===== config.mk =====
export PLATFORM = sky130hd
export DESIGN_NAME = squeeze_word_sequencer
export DESIGN_NICKNAME = d
export VERILOG_FILES = /design/src/rtl/squeeze_word_sequencer.sv
export SDC_FILE = /design/constraint.sdc
export NUM_CORES = 1
export LEC_CHECK = 0
export ABC_AREA = 1
export BUFFER_PORTS_ARGS = -buffer_cell sky130_fd_sc_hd__buf_2
export CAP_MARGIN = 10
export CORE_ASPECT_RATIO = 1.5
export CORE_MARGIN = 8
export CORE_UTILIZATION = 30
export CTS_CLUSTER_DIAMETER = 40
export DETAILED_ROUTE_END_ITERATION = 6
export PLACE_DENSITY = 0.48
export SLEW_MARGIN = 15
export SYNTH_ARGS = -nofsm -noshare
export SYNTH_HDL_FRONTEND = slang
export SYNTH_SLANG_ARGS = --single-unit

===== constraint.sdc =====
create_clock -name clk -period 1.96 [get_ports clk]
set_input_delay 0.49 -clock clk [delete_from_list [all_inputs] [get_ports clk]]
set_output_delay 0.49 -clock clk [all_outputs]
set_load 0.03 [all_outputs]

===== src/rtl/squeeze_word_sequencer.sv =====
// rtl/squeeze_word_sequencer.sv - SHAKE squeeze-phase output word sequencer
//
// Walks the lanes of each rate block for a requested number of output words.
// Between blocks it asks the Keccak round controller for a permutation.
// It never asks for a permutation after the final word of a request.
//
// Ports:
//   clk, rst_n          rising-edge clock, asynchronous active-low reset
//   start, abort        begin a squeeze (IDLE only) / return to IDLE, highest priority
//   out_len, rate       words to emit / words per rate block (0 behaves as 1)
//   perm_req, perm_ack  permutation handshake with the round controller
//   out_valid/out_ready output word stream handshake
//   word_idx            lane index within the current block
//   block_last          current word is the last lane of its block
//   out_last            current word is the last word of the request
//   busy, done          activity flag / one-cycle completion pulse
//   perm_count          (SQZ_SEQ_STATS_EN only) permutations since start, saturating
//
// Build option: define SQZ_SEQ_STATS_EN to add the perm_count statistics port.

module squeeze_word_sequencer #(
  parameter int CNT_WIDTH  = 16,
  parameter int FIRST_PERM = 0
) (
  input  logic                 clk,
  input  logic                 rst_n,
  input  logic                 start,
  input  logic                 abort,
  input  logic [CNT_WIDTH-1:0] out_len,
  input  logic [CNT_WIDTH-1:0] rate,
  output logic                 perm_req,
  input  logic                 perm_ack,
  output logic                 out_valid,
  input  logic                 out_ready,
  output logic [CNT_WIDTH-1:0] word_idx,
  output logic                 block_last,
  output logic                 out_last,
  output logic                 busy,
  output logic                 done
`ifdef SQZ_SEQ_STATS_EN
  ,
  output logic [CNT_WIDTH-1:0] perm_count
`endif
);

  localparam logic [CNT_WIDTH-1:0] ONE = CNT_WIDTH'(1);

  typedef enum logic [1:0] {
    S_IDLE = 2'd0,
    S_PERM = 2'd1,
    S_EMIT = 2'd2,
    S_DONE = 2'd3
  } state_t;

  state_t               state, state_n;
  logic [CNT_WIDTH-1:0] word_idx_n;
  logic [CNT_WIDTH-1:0] remaining, remaining_n;
  logic [CNT_WIDTH-1:0] rate_q, rate_q_n;

  // All handshake outputs decode directly from the state register.
  assign perm_req   = (state == S_PERM);
  assign out_valid  = (state == S_EMIT);
  assign done       = (state == S_DONE);
  assign busy       = (state != S_IDLE);
  assign block_last = out_valid && (word_idx == rate_q - ONE);
  assign out_last   = out_valid && (remaining == ONE);

  always_ff @(posedge clk or negedge rst_n) begin
    if (!rst_n) begin
      state     <= S_IDLE;
      word_idx  <= '0;
      remaining <= '0;
      rate_q    <= ONE;
    end else begin
      state     <= state_n;
      word_idx  <= word_idx_n;
      remaining <= remaining_n;
      rate_q    <= rate_q_n;
    end
  end

  always_comb begin
    state_n     = state;
    word_idx_n  = word_idx;
    remaining_n = remaining;
    rate_q_n    = rate_q;
    if (abort) begin
      state_n     = S_IDLE;
      word_idx_n  = '0;
      remaining_n = '0;
      rate_q_n    = ONE;
    end else begin
      case (state)
        S_IDLE: begin
          if (start) begin
            remaining_n = out_len;
            rate_q_n    = (rate == '0) ? ONE : rate;
            word_idx_n  = '0;
            if (out_len == '0)
              state_n = S_DONE;
            else if (FIRST_PERM != 0)
              state_n = S_PERM;
            else
              state_n = S_EMIT;
          end
        end
        S_PERM: begin
          if (perm_ack) begin
            word_idx_n = '0;
            state_n    = S_EMIT;
          end
        end
        S_EMIT: begin
          if (out_ready) begin
            remaining_n = remaining - ONE;
            word_idx_n  = word_idx + ONE;
            // The final word wins over a block boundary: no trailing permutation.
            if (remaining == ONE) begin
              state_n = S_DONE;
            end else if (word_idx == rate_q - ONE) begin
              word_idx_n = '0;
              state_n    = S_PERM;
            end
          end
        end
        S_DONE: begin
          state_n = S_IDLE;
        end
        default: begin
          state_n = S_IDLE;
        end
      endcase
    end
  end

`ifdef SQZ_SEQ_STATS_EN
  always_ff @(posedge clk or negedge rst_n) begin
    if (!rst_n) begin
      perm_count <= '0;
    end else if (abort || (state == S_IDLE && start)) begin
      perm_count <= '0;
    end else if (perm_req && perm_ack && (perm_count != '1)) begin
      perm_count <= perm_count + ONE;
    end
  end
`endif

endmodule


==> impl_metrics.toml, run 1 <==
[run_status]
outcome = "complete, but fails checks"
violations = "negative setup slack"

[timing]
finalCritPeriodShare_pct = 139
holdWs_ns = 0.174
tightest_slew_ns = 0.739
finalHoldViolations = 0
maxSlewViolCount = 0
setup_violations = 20
fin_crit_ns = 2.73
skew_ns = 0.00835
slew_headroom_pct = 50.6
setup_ws_ns = -0.770
rsz0062_at_grt = "true"
max_freq_mhz = 366

[power_and_ir_drop]
power.leakage_uw = 0.00284
power.density_nw_per_um2 = 1210
ir_drop_mv = 0.962
p_total_uw = 6590

[setup_path]
rr_startpoint = "rate_q[0]"
crit_path_start_kind = "register"
reg2reg_depth = 18
crit_required_ns = 1.47
ff2ff_setup_slack_ns = -0.62
crit_end = "block_last"
worstSetupEndpointType = "output pin"
critPathBufInv = 3
cp.arrival_ns = 2.24
crit_type = "register to output pin"
critical-path-top-delay-family = "simple AND/OR/NAND/NOR gates"
worstSetupStartpoint = "rate_q[0]"
path_depth = 13
path_max_fanout = 2
cp_slowest_cell = "dfstp_2"
timing.rr.end = "word_idx[12]"
cp_cell_sequence = "inv_4 -> ha_4 -> inv_2 -> nand2_2 -> nand2_2 -> nor2_2 -> nand2_1 -> nor2_1 -> nand3_1 -> nor2_1 -> nand4_1 -> nor2_4 -> buf_6"
cpPeakStageDelay_ns = 0.56

[synthesis]
synth_area_um2 = 3810
yosys_most_used_dff = "dfrtp_1"
yosys.area.top_type = "dfrtp_1"
synth-async-reset-ratio_pct = 100
synthAdderAreaFrac_pct = 1.31
synth_area_leaders = "dfrtp_1, nand2_1, inv_1, nor2_1, nand3_1"
yosysUniqueCellTypes = 45
netlist_instances = 549
ys_ff_latch = 50
syn_nets = 591
synth_top_family_by_area = "simple AND/OR/NAND/NOR gates"
avgSynthCellArea_um2 = 6.94
synth_compound_area_share_pct = 9.75
synth-xor-area-share_pct = 7.13
yosysWarnings = 0
synthSimpleGateAreaFrac_pct = 40.0
synth_common_cells = "nand2_1, inv_1, nor2_1"
synth.area.mux_share_pct = 0
synth_top_area_share_pct = 32.2
synth_most_common_cell = "nand2_1"
synth-seq-area-share_pct = 32.9
synth_edf_count = 0

[floorplan]
core_area_um2 = 12400
die_w_um = 108
initial_core_util_pct = 30.6
rows = 50
die_y_um = 154
die_area_um2 = 16600
pin_count = 60

[grt]
grt_max_degree = 51
busiest_layer = "met2"
grt-ovfl-total = 0
grtUsageMet1_pct = 17.4
grt_util_all_layers_pct = 16.5
grt_pass1_vias = 4413
use_met2_pct = 32.0
met3_usage_pct = 2.30
antenna_found_initial = 0
grt_pass1_wl_mm = 21.8

[final_layout]
drive_gt1_share_pct = 36.7
final_area_um2 = 5460
seqCellArea_um2 = 1260
diodes = 0
n_fill_cell = 1313
syn2layout_area_growth_pct = 43.4
multiInputGateArea_um2 = 2410
layout.nets = 747
post-route-util_pct = 43.9

[place]
pre_cts_ws_ns = -0.505
io_buffer_count = 59
place_hpwl_mm = 10.3
dpl-instance-area_um2 = 4930
place_congestion = 0.891

[clocking]
holdBufCountCts = 0
cts.sinks = 50
clockRootBuffer = "clkbuf_16"
cts_buffers = 5
htreeDepth = 2
cts_max_path_buffers = 2
clk_pin_slew_ns = 0.07
clock_latency_ns = 0.30
cts_tree = "done"

[route]
drt_iter0_markers = 147
dr.pass1.iters = 4
routed_wl_mm = 13.4
antenna_left = 0
wl_per_cell_um = 15.6
drt-vias-per-instance = 4.83
drc = 0
vias = 4167

[run]
drv_cap = 0

[hold_path]
hp-class = "input port to async pin"
==> flip-flops by register name (all words and copies together), names as in the netlist <==
name and count:
state 2, rate_q 16, word_idx 16, remaining 16
==> power breakdown <==
group | switching (uW) | internal (uW)
sequential | 260 | 1260
clock | 424 | 605
combinational | 2340 | 1700
==> kinds of logic (layout without fill, tap and decap cells) <==
| logic type | after synthesis | count (layout) |
|---|---|---|
| AO/OA/AOI/OAI | 60 | 60 |
| buffers and inverters | 84 | 241 |
| adder cells (fa/ha/maj) | 4 | 4 |
| AND/OR/NAND/NOR | 320 | 320 |
| flip-flops | 50 | 50 |
| XOR/XNOR | 31 | 31 |
==> through the flow <==
stage          TNS (ns)  cells
3_5_place_dp      -4.87    836
4_1_cts           -9.17    856
3_3_place_gp      -4.23    836
6_report         -10.85    862
5_1_grt          -13.57    862
2_1_floorplan    -0.223    549
==> how the worst min path moves through the flow <==
stage / start / to / slack [ns] / depth (start not counted)
5_1_grt: rst_n / rate_q[4] / 0.20 / 2
3_5_place_dp: rst_n / word_idx[4] / 0.51 / 2
4_1_cts: rst_n / word_idx[3] / 0.18 / 2
2_1_floorplan: rst_n / rate_q[10] / 0.19 / 0
3_3_place_gp: remaining[5] / remaining[5] / 0.50 / 2
6_report: rst_n / word_idx[3] / 0.17 / 2
==> repair_timing <==
item	CTS	global route
pin swaps	11	22
gates resized for setup	34	25
endpoints found under the setup margin	27	30
setup buffers	11	8
gates cloned	1	1
==> layer usage <==
layer / vias up / routed length [um]
met1: 1980 / 5270
met4: 0 / 242
met3: 16 / 469
li1: 2083 / -
met2: 88 / 7450
met5: - / 0
==> worst register-to-register path: stages, from the launching register on <==
cell,delay [ns]
dfstp_2,0.56
inv_4,0.04
ha_4,0.26
inv_2,0.03
nand2_2,0.04
nand2_2,0.06
buf_4,0.12
buf_4,0.12
buf_6,0.11
buf_6,0.10
buf_6,0.10
buf_6,0.10
nor3_4,0.12
nand4_1,0.11
nor2_2,0.15
nand3_4,0.14
buf_12,0.18
nand3_2,0.05
nand2_1,0.06
==> cell type report <==
| cell class | count | area share [%] |
|---|---|---|
| multi-input cells | 415 | 44.1 |
| flip-flops and latches | 50 | 23.0 |
| clock buffers | 6 | 2.36 |
| well taps | 156 | 3.57 |
| clock inverters | 2 | 0.687 |
| repair inverters | 1 | 0.137 |
| inverters | 71 | 5.08 |
| repair buffers | 161 | 21.0 |
==> placed cells by master, fill, tap and decap left out, types with 2 or more instances in the layout <==
master and instances:
dfrtp_2 3, nand4_1 6, a22o_1 7, nand3_2 20, inv_2 12, clkinvlp_4 3
o211ai_1 5, nor3_2 3, buf_12 3, nand3_4 2, nand3b_1 4, nand2_1 147
inv_4 3, nand2_4 2, nor2_4 5, o221ai_1 2, buf_2 57, o22ai_1 5
inv_1 54, buf_4 93, o21ai_0 32, nand2_2 13, nor4_1 11, nor3_1 3
xor2_1 22, a21oi_1 2, nor2_2 15, ha_4 3, a31oi_1 2, dfrtp_1 46
nor2_1 50, buf_6 7, clkbuf_16 5, nand3_1 31, nor3_4 2, xnor2_1 9
Power figures use the tool's default switching activity.
==> inputs of run 2 (changes only) <==
--- a/config.mk
+++ b/config.mk
@@ -11,9 +11,10 @@
 export CORE_ASPECT_RATIO = 1.5
 export CORE_MARGIN = 8
 export CORE_UTILIZATION = 30
+export CTS_BUF_LIST = sky130_fd_sc_hd__clkbuf_2
 export CTS_CLUSTER_DIAMETER = 40
 export DETAILED_ROUTE_END_ITERATION = 6
-export PLACE_DENSITY = 0.48
+export PLACE_DENSITY = 0.47
 export SLEW_MARGIN = 15
 export SYNTH_ARGS = -nofsm -noshare
 export SYNTH_HDL_FRONTEND = slang
==> constraint.sdc (replaced) <==
create_clock -name clk -period 3.3 [get_ports clk]
set_input_delay 0.825 -clock clk [delete_from_list [all_inputs] [get_ports clk]]
set_output_delay 0.825 -clock clk [all_outputs]
set_load 0.03 [all_outputs]
==> run 2 against run 1 <==
Net effect:
- the run now ends clean
- global-route usage fell by 1.3 points
- non-clock buffer count fell by 84
- flip-flop and latch count unchanged
- first-iteration DRC count up 22%
- die area did not move
- setup slack better by 0.84 ns
- critical path depth is 8 higher
- critical endpoint is now word_idx[13]
- sequential power decreased by 41%
- total power is 53% lower
- register-to-register slack better by 0.69 ns
==> impl_metrics.toml, run 2 (synthesized netlist as in run 1, its figures left out) <==
[clocking]
cts_buffers = 5
cts.sinks = 50
htreeDepth = 2
cts_max_path_buffers = 2
clock_latency_ns = 0.44
clk_pin_slew_ns = 0.27
cts_tree = "done"
clockRootBuffer = "clkbuf_2"

[setup_path]
cp_slowest_cell = "dfstp_2"
cpMostUsedCell = "buf_4"
critical-path-top-delay-family = "buffers and inverters"
cp.arrival_ns = 3.60
worstSetupEndpointType = "register"
crit_path_start_kind = "register"
cpPeakStageDelay_ns = 0.62
critPathBufInv = 12
crit_required_ns = 3.67
path_max_fanout = 8
crit_type = "register to register"
cp_cell_sequence = "inv_4 -> ha_4 -> inv_2 -> nand2_2 -> nand2_2 -> buf_4 -> buf_4 -> buf_4 -> buf_4 -> buf_4 -> buf_4 -> buf_4 -> buf_4 -> buf_4 -> buf_4 -> nor3_2 -> nand4_1 -> nor2_4 -> nand3_4 -> nand3_1 -> nand2_1"

[final_layout]
layout.nets = 663
diodes = 0
final_cell_mix = "nand2_1, inv_1, buf_2"
drive_gt1_share_pct = 23.0
n_fill_cell = 1351
syn2layout_area_growth_pct = 18.1
top_regs = "rate_q (16), remaining (16), word_idx (16)"
layout_commonest_cell = "nand2_1"

[timing]
tightest_slew_ns = 0.541
maxSlewViolCount = 0
slew_headroom_pct = 63.8
setup_violations = 0
setup_ws_ns = 0.0742
finalCritPeriodShare_pct = 97.8
setup-tns-final_ns = 0
skew_ns = 0.0205
rsz0062_at_grt = "true"
max_freq_mhz = 310
finalHoldViolations = 0
fin_crit_ns = 3.23

[route]
drc = 0
vias = 3882
wl_per_cell_um = 16.3
drt_iter0_markers = 180
drt-vias-per-instance = 4.99
dr.pass1.iters = 4
antenna_left = 0
routed_wl_mm = 12.7

[hold_path]
hp-class = "input port to async pin"

[floorplan]
pin_count = 60
die_y_um = 154
core_area_um2 = 12400
die_area_um2 = 16600
rows = 50
die_w_um = 108
initial_core_util_pct = 30.6

[power_and_ir_drop]
power.density_nw_per_um2 = 682
ir_drop_mv = 0.325
power.leakage_uw = 0.00237

[grt]
grt_max_degree = 51
grt_pass1_wl_mm = 20.2
grt_util_all_layers_pct = 15.2
grt_pass1_vias = 3962
grt-ovfl-total = 0
antenna_found_initial = 0

[place]
io_buffer_count = 59
place_congestion = 0.849
place_hpwl_mm = 9.75
pre_cts_ws_ns = 0.451

[run_status]
outcome = "complete, no violations"

[run]
drv_cap = 0
## run 2: worst register-to-register path, stage by stage, from the launching register on
cell     delay, ns
dfstp_2       0.62
inv_4         0.04
ha_4          0.26
inv_2         0.03
nand2_2       0.05
nand2_2       0.06
buf_4         0.13
buf_4         0.12
buf_4         0.13
buf_4         0.12
buf_4         0.12
buf_4         0.12
buf_4         0.12
buf_4         0.12
buf_4         0.12
buf_4         0.12
nor3_2        0.18
nand4_1       0.15
nor2_4        0.20
nand3_4       0.19
nand3_1       0.12
nand2_1       0.06
## run 2: final timing paths
kind | from | endpoint | slack, ns | cells after the start
min in group clk | remaining[0] | remaining[0] | 0.57 | 2
worst max register to register | rate_q[0] | word_idx[13] | 0.07 | 21
worst max-delay path | rate_q[0] | word_idx[13] | 0.07 | 21
worst min register to register | remaining[0] | remaining[0] | 0.57 | 2
max in group asynchronous | rst_n | rate_q[0] | 2.69 | 2
worst min-delay path | rst_n | word_idx[12] | 0.32 | 2
## run 2: area by class of cell
type	instances	area, um^2	share of cell area [%]
Multi-Input combinational cell	416	2270	50.5
Sequential cell	50	1250	27.8
Timing Repair Buffer	77	445	9.90
Inverter	71	269	5.98
Tap cell	156	195	4.34
Clock buffer	7	35.0	0.778
Clock inverter	1	30.0	0.667
## run 2: repair_timing
item / 4_1_cts / 5_1_grt
hold buffers: 0 / 0
pin swaps: 6 / 9
endpoints found under the setup margin: 1 / 17
resized for setup: 6 / 9
hold endpoints to repair: 0 / 0
cloned: 0 / 1
buffers inserted: 12 / 0
## run 2: routing by layer
layer  vias up  GRT usage (%)  share of wire [%]  wire [um]
li1       1919              -                  -          -
met4         0           4.91                2.2        279
met2        92           28.2                 54       6830
met3        12           2.22                3.2        409
met1      1859           16.9                 41       5150
met5         -              0                  0          0
## run 2: where the power goes
part | total (uW) | switching (uW) | leakage [uW] | internal (uW)
Clock | 342 | 208 | 0.0000432 | 135
Combinational | 1830 | 1200 | 0.00165 | 637
Sequential | 896 | 151 | 0.000670 | 745
Total | 3070 | 1550 | 0.00237 | 1520
## run 2: per-stage QoR
stage	power (uW)	cells	util, %	area [um^2]	hold slack [ns]
global placement	2550	757	34.4	4280	0.488
global route	3350	778	36.2	4500	0.285
CTS	3010	777	35.8	4460	0.284
detailed placement	2550	757	34.4	4280	0.513
finish	3070	778	36.2	4500	0.321
floorplan	2110	549	-	3810	0.469
==> inputs of run 3 (changes only) <==
==> constraint.sdc (replaced) <==
create_clock -name clk -period 4.1 [get_ports clk]
set_input_delay 1.025 -clock clk [delete_from_list [all_inputs] [get_ports clk]]
set_output_delay 1.025 -clock clk [all_outputs]
set_load 0.03 [all_outputs]
==> run 3 against run 2 <==
Net effect:
- via count is 4.5% lower
- total power is 27% lower
- routed wire length is 3.2% lower
- first-iteration DRC count is 19% lower
- highest routed layer unchanged
==> impl_metrics.toml, run 3 (synthesized netlist as in run 1, its figures left out) <==
[clocking]
clockRootBuffer = "clkbuf_2"
clock_latency_ns = 0.44
clk_pin_slew_ns = 0.27
post_cts_buffers = 0
cts_buffers = 5
holdBufCountCts = 0
cts.repair.resized = 0
cts_max_path_buffers = 2
htreeDepth = 2
cts.sinks = 50
cts_tree = "done"

[place]
dp.cells = 755
place_hpwl_mm = 9.82
io_buffer_count = 59
dpl-instance-area_um2 = 4260
place_congestion = 0.833

[setup_path]
cpPeakStageDelay_ns = 0.59
worstSetupEndpointType = "output pin"
crit_path_start_kind = "register"
rr_startpoint = "state[0]"
crit_type = "register to output pin"
crit_required_ns = 3.07
cp.arrival_ns = 2.53
cpMostUsedCell = "nor2_1"
reg2reg_depth = 11
critical-path-top-delay-family = "simple AND/OR/NAND/NOR gates"
path_depth = 12
path_max_fanout = 5
cp_cell_sequence = "inv_1 -> ha_1 -> nand2_1 -> nor2_1 -> nand2_1 -> nand2_1 -> nor2_1 -> nand3_1 -> nor2_1 -> nand4_1 -> nor2_1 -> buf_2"
critPathBufInv = 2
cp_slowest_cell = "dfstp_2"
worstSetupStartpoint = "rate_q[0]"

[hold_path]
holdPathStages = 2
hp-class = "register to register"
hp-start = "remaining[5]"

[floorplan]
initial_core_util_pct = 30.6
pin_count = 60
rows = 50
die_area_um2 = 16600
die_w_um = 108
core_area_um2 = 12400
die_y_um = 154

[grt]
grt-ovfl-total = 0
antenna_found_initial = 0
grt_max_degree = 37
grt_pass1_wl_mm = 19.9
grt_pass1_vias = 3747
grt_util_all_layers_pct = 15.2

[timing]
rsz0062_at_grt = "false"
slew_headroom_pct = 40.9
setup-tns-final_ns = 0
setup_violations = 0
tightest_slew_ns = 0.887
max_freq_mhz = 281
maxSlewViolCount = 0
skew_ns = 0.0216
finalHoldViolations = 0
finalCritPeriodShare_pct = 86.8
fin_crit_ns = 3.56

[final_layout]
final_cell_mix = "nand2_1, inv_1, buf_2"
syn2layout_area_growth_pct = 12.9
final_area_um2 = 4300
layout.nets = 648
n_fill_cell = 1354
layout_commonest_cell = "nand2_1"
diodes = 0
drive_gt1_share_pct = 19.3
fin_cells = 763
top_regs = "rate_q (16), remaining (16), word_idx (16)"

[power_and_ir_drop]
power.leakage_uw = 0.00228
power.density_nw_per_um2 = 520
ir_drop_mv = 0.369

[route]
drc = 0
routed_wl_mm = 12.3
antenna_left = 0
wl_per_cell_um = 16.1
dr.pass1.iters = 6
drt-vias-per-instance = 4.86
vias = 3706
drt_iter0_markers = 145

[run_status]
outcome = "complete, no violations"

[run]
drv_cap = 0
-- run 3: cell types whose count changed in the layout (fill, tap and decap cells not counted), sizes merged --
| cell | change |
|---|---|
| buf | -14 |
| clkinv | +2 |
| bufinv | -1 |
| clkbuf | -1 |
| nand3 | -1 |
-- run 3: layer usage --
metal | share of wire, % | up-vias | global-route usage, %
met3 | 3.7 | 6 | 2.43
met5 | 0 | - | 0
met4 | 0.78 | 0 | 3.65
met1 | 40 | 1737 | 17.0
met2 | 55 | 79 | 28.4
li1 | - | 1884 | -
-- run 3: path summary, 6_finish.rpt --
path / slack [ns] / endpoint
min reg2reg: 0.56 / remaining[5]
max in group asynchronous: 2.68 / rate_q[14]
min in group asynchronous: 0.64 / word_idx[2]
max: 0.54 / block_last
max reg2reg: 1.76 / word_idx[13]
min: 0.56 / remaining[5]
-- run 3: worst min-delay path: cells and delay by family, from the launching register on --
kind	cells	cell delay (ns)
flip-flops	1	0.43
AND/OR/NAND/NOR	1	0.06
AO/OA/AOI/OAI	1	0.06
-- run 3: final cells by class --
cell class	count	area, um^2	share of cell area (%)
inverters	71	267	6.19
clock inverters	2	8.76	0.204
clock buffers	6	30.0	0.698
repair buffers	63	325	7.56
multi-input cells	415	2220	51.7
well taps	156	195	4.54
flip-flops and latches	50	1250	29.1
-- run 3: power by group --
part | total, uW | switching, uW | internal [uW]
registers | 723 | 123 | 600
logic | 1300 | 889 | 414
clock network | 210 | 169 | 41.9
-- run 3: through the flow --
stage	setup slack (ns)	utilization, %	hold WS, ns	power (uW)
finish	0.543	34.6	0.561	2240
global route	0.277	34.6	0.591	2450
CTS	0.473	34.5	0.563	2260
detailed placement	1.06	34.2	0.507	2030
global placement	1.11	34.2	0.487	2030
floorplan	1.20	-	0.469	1700
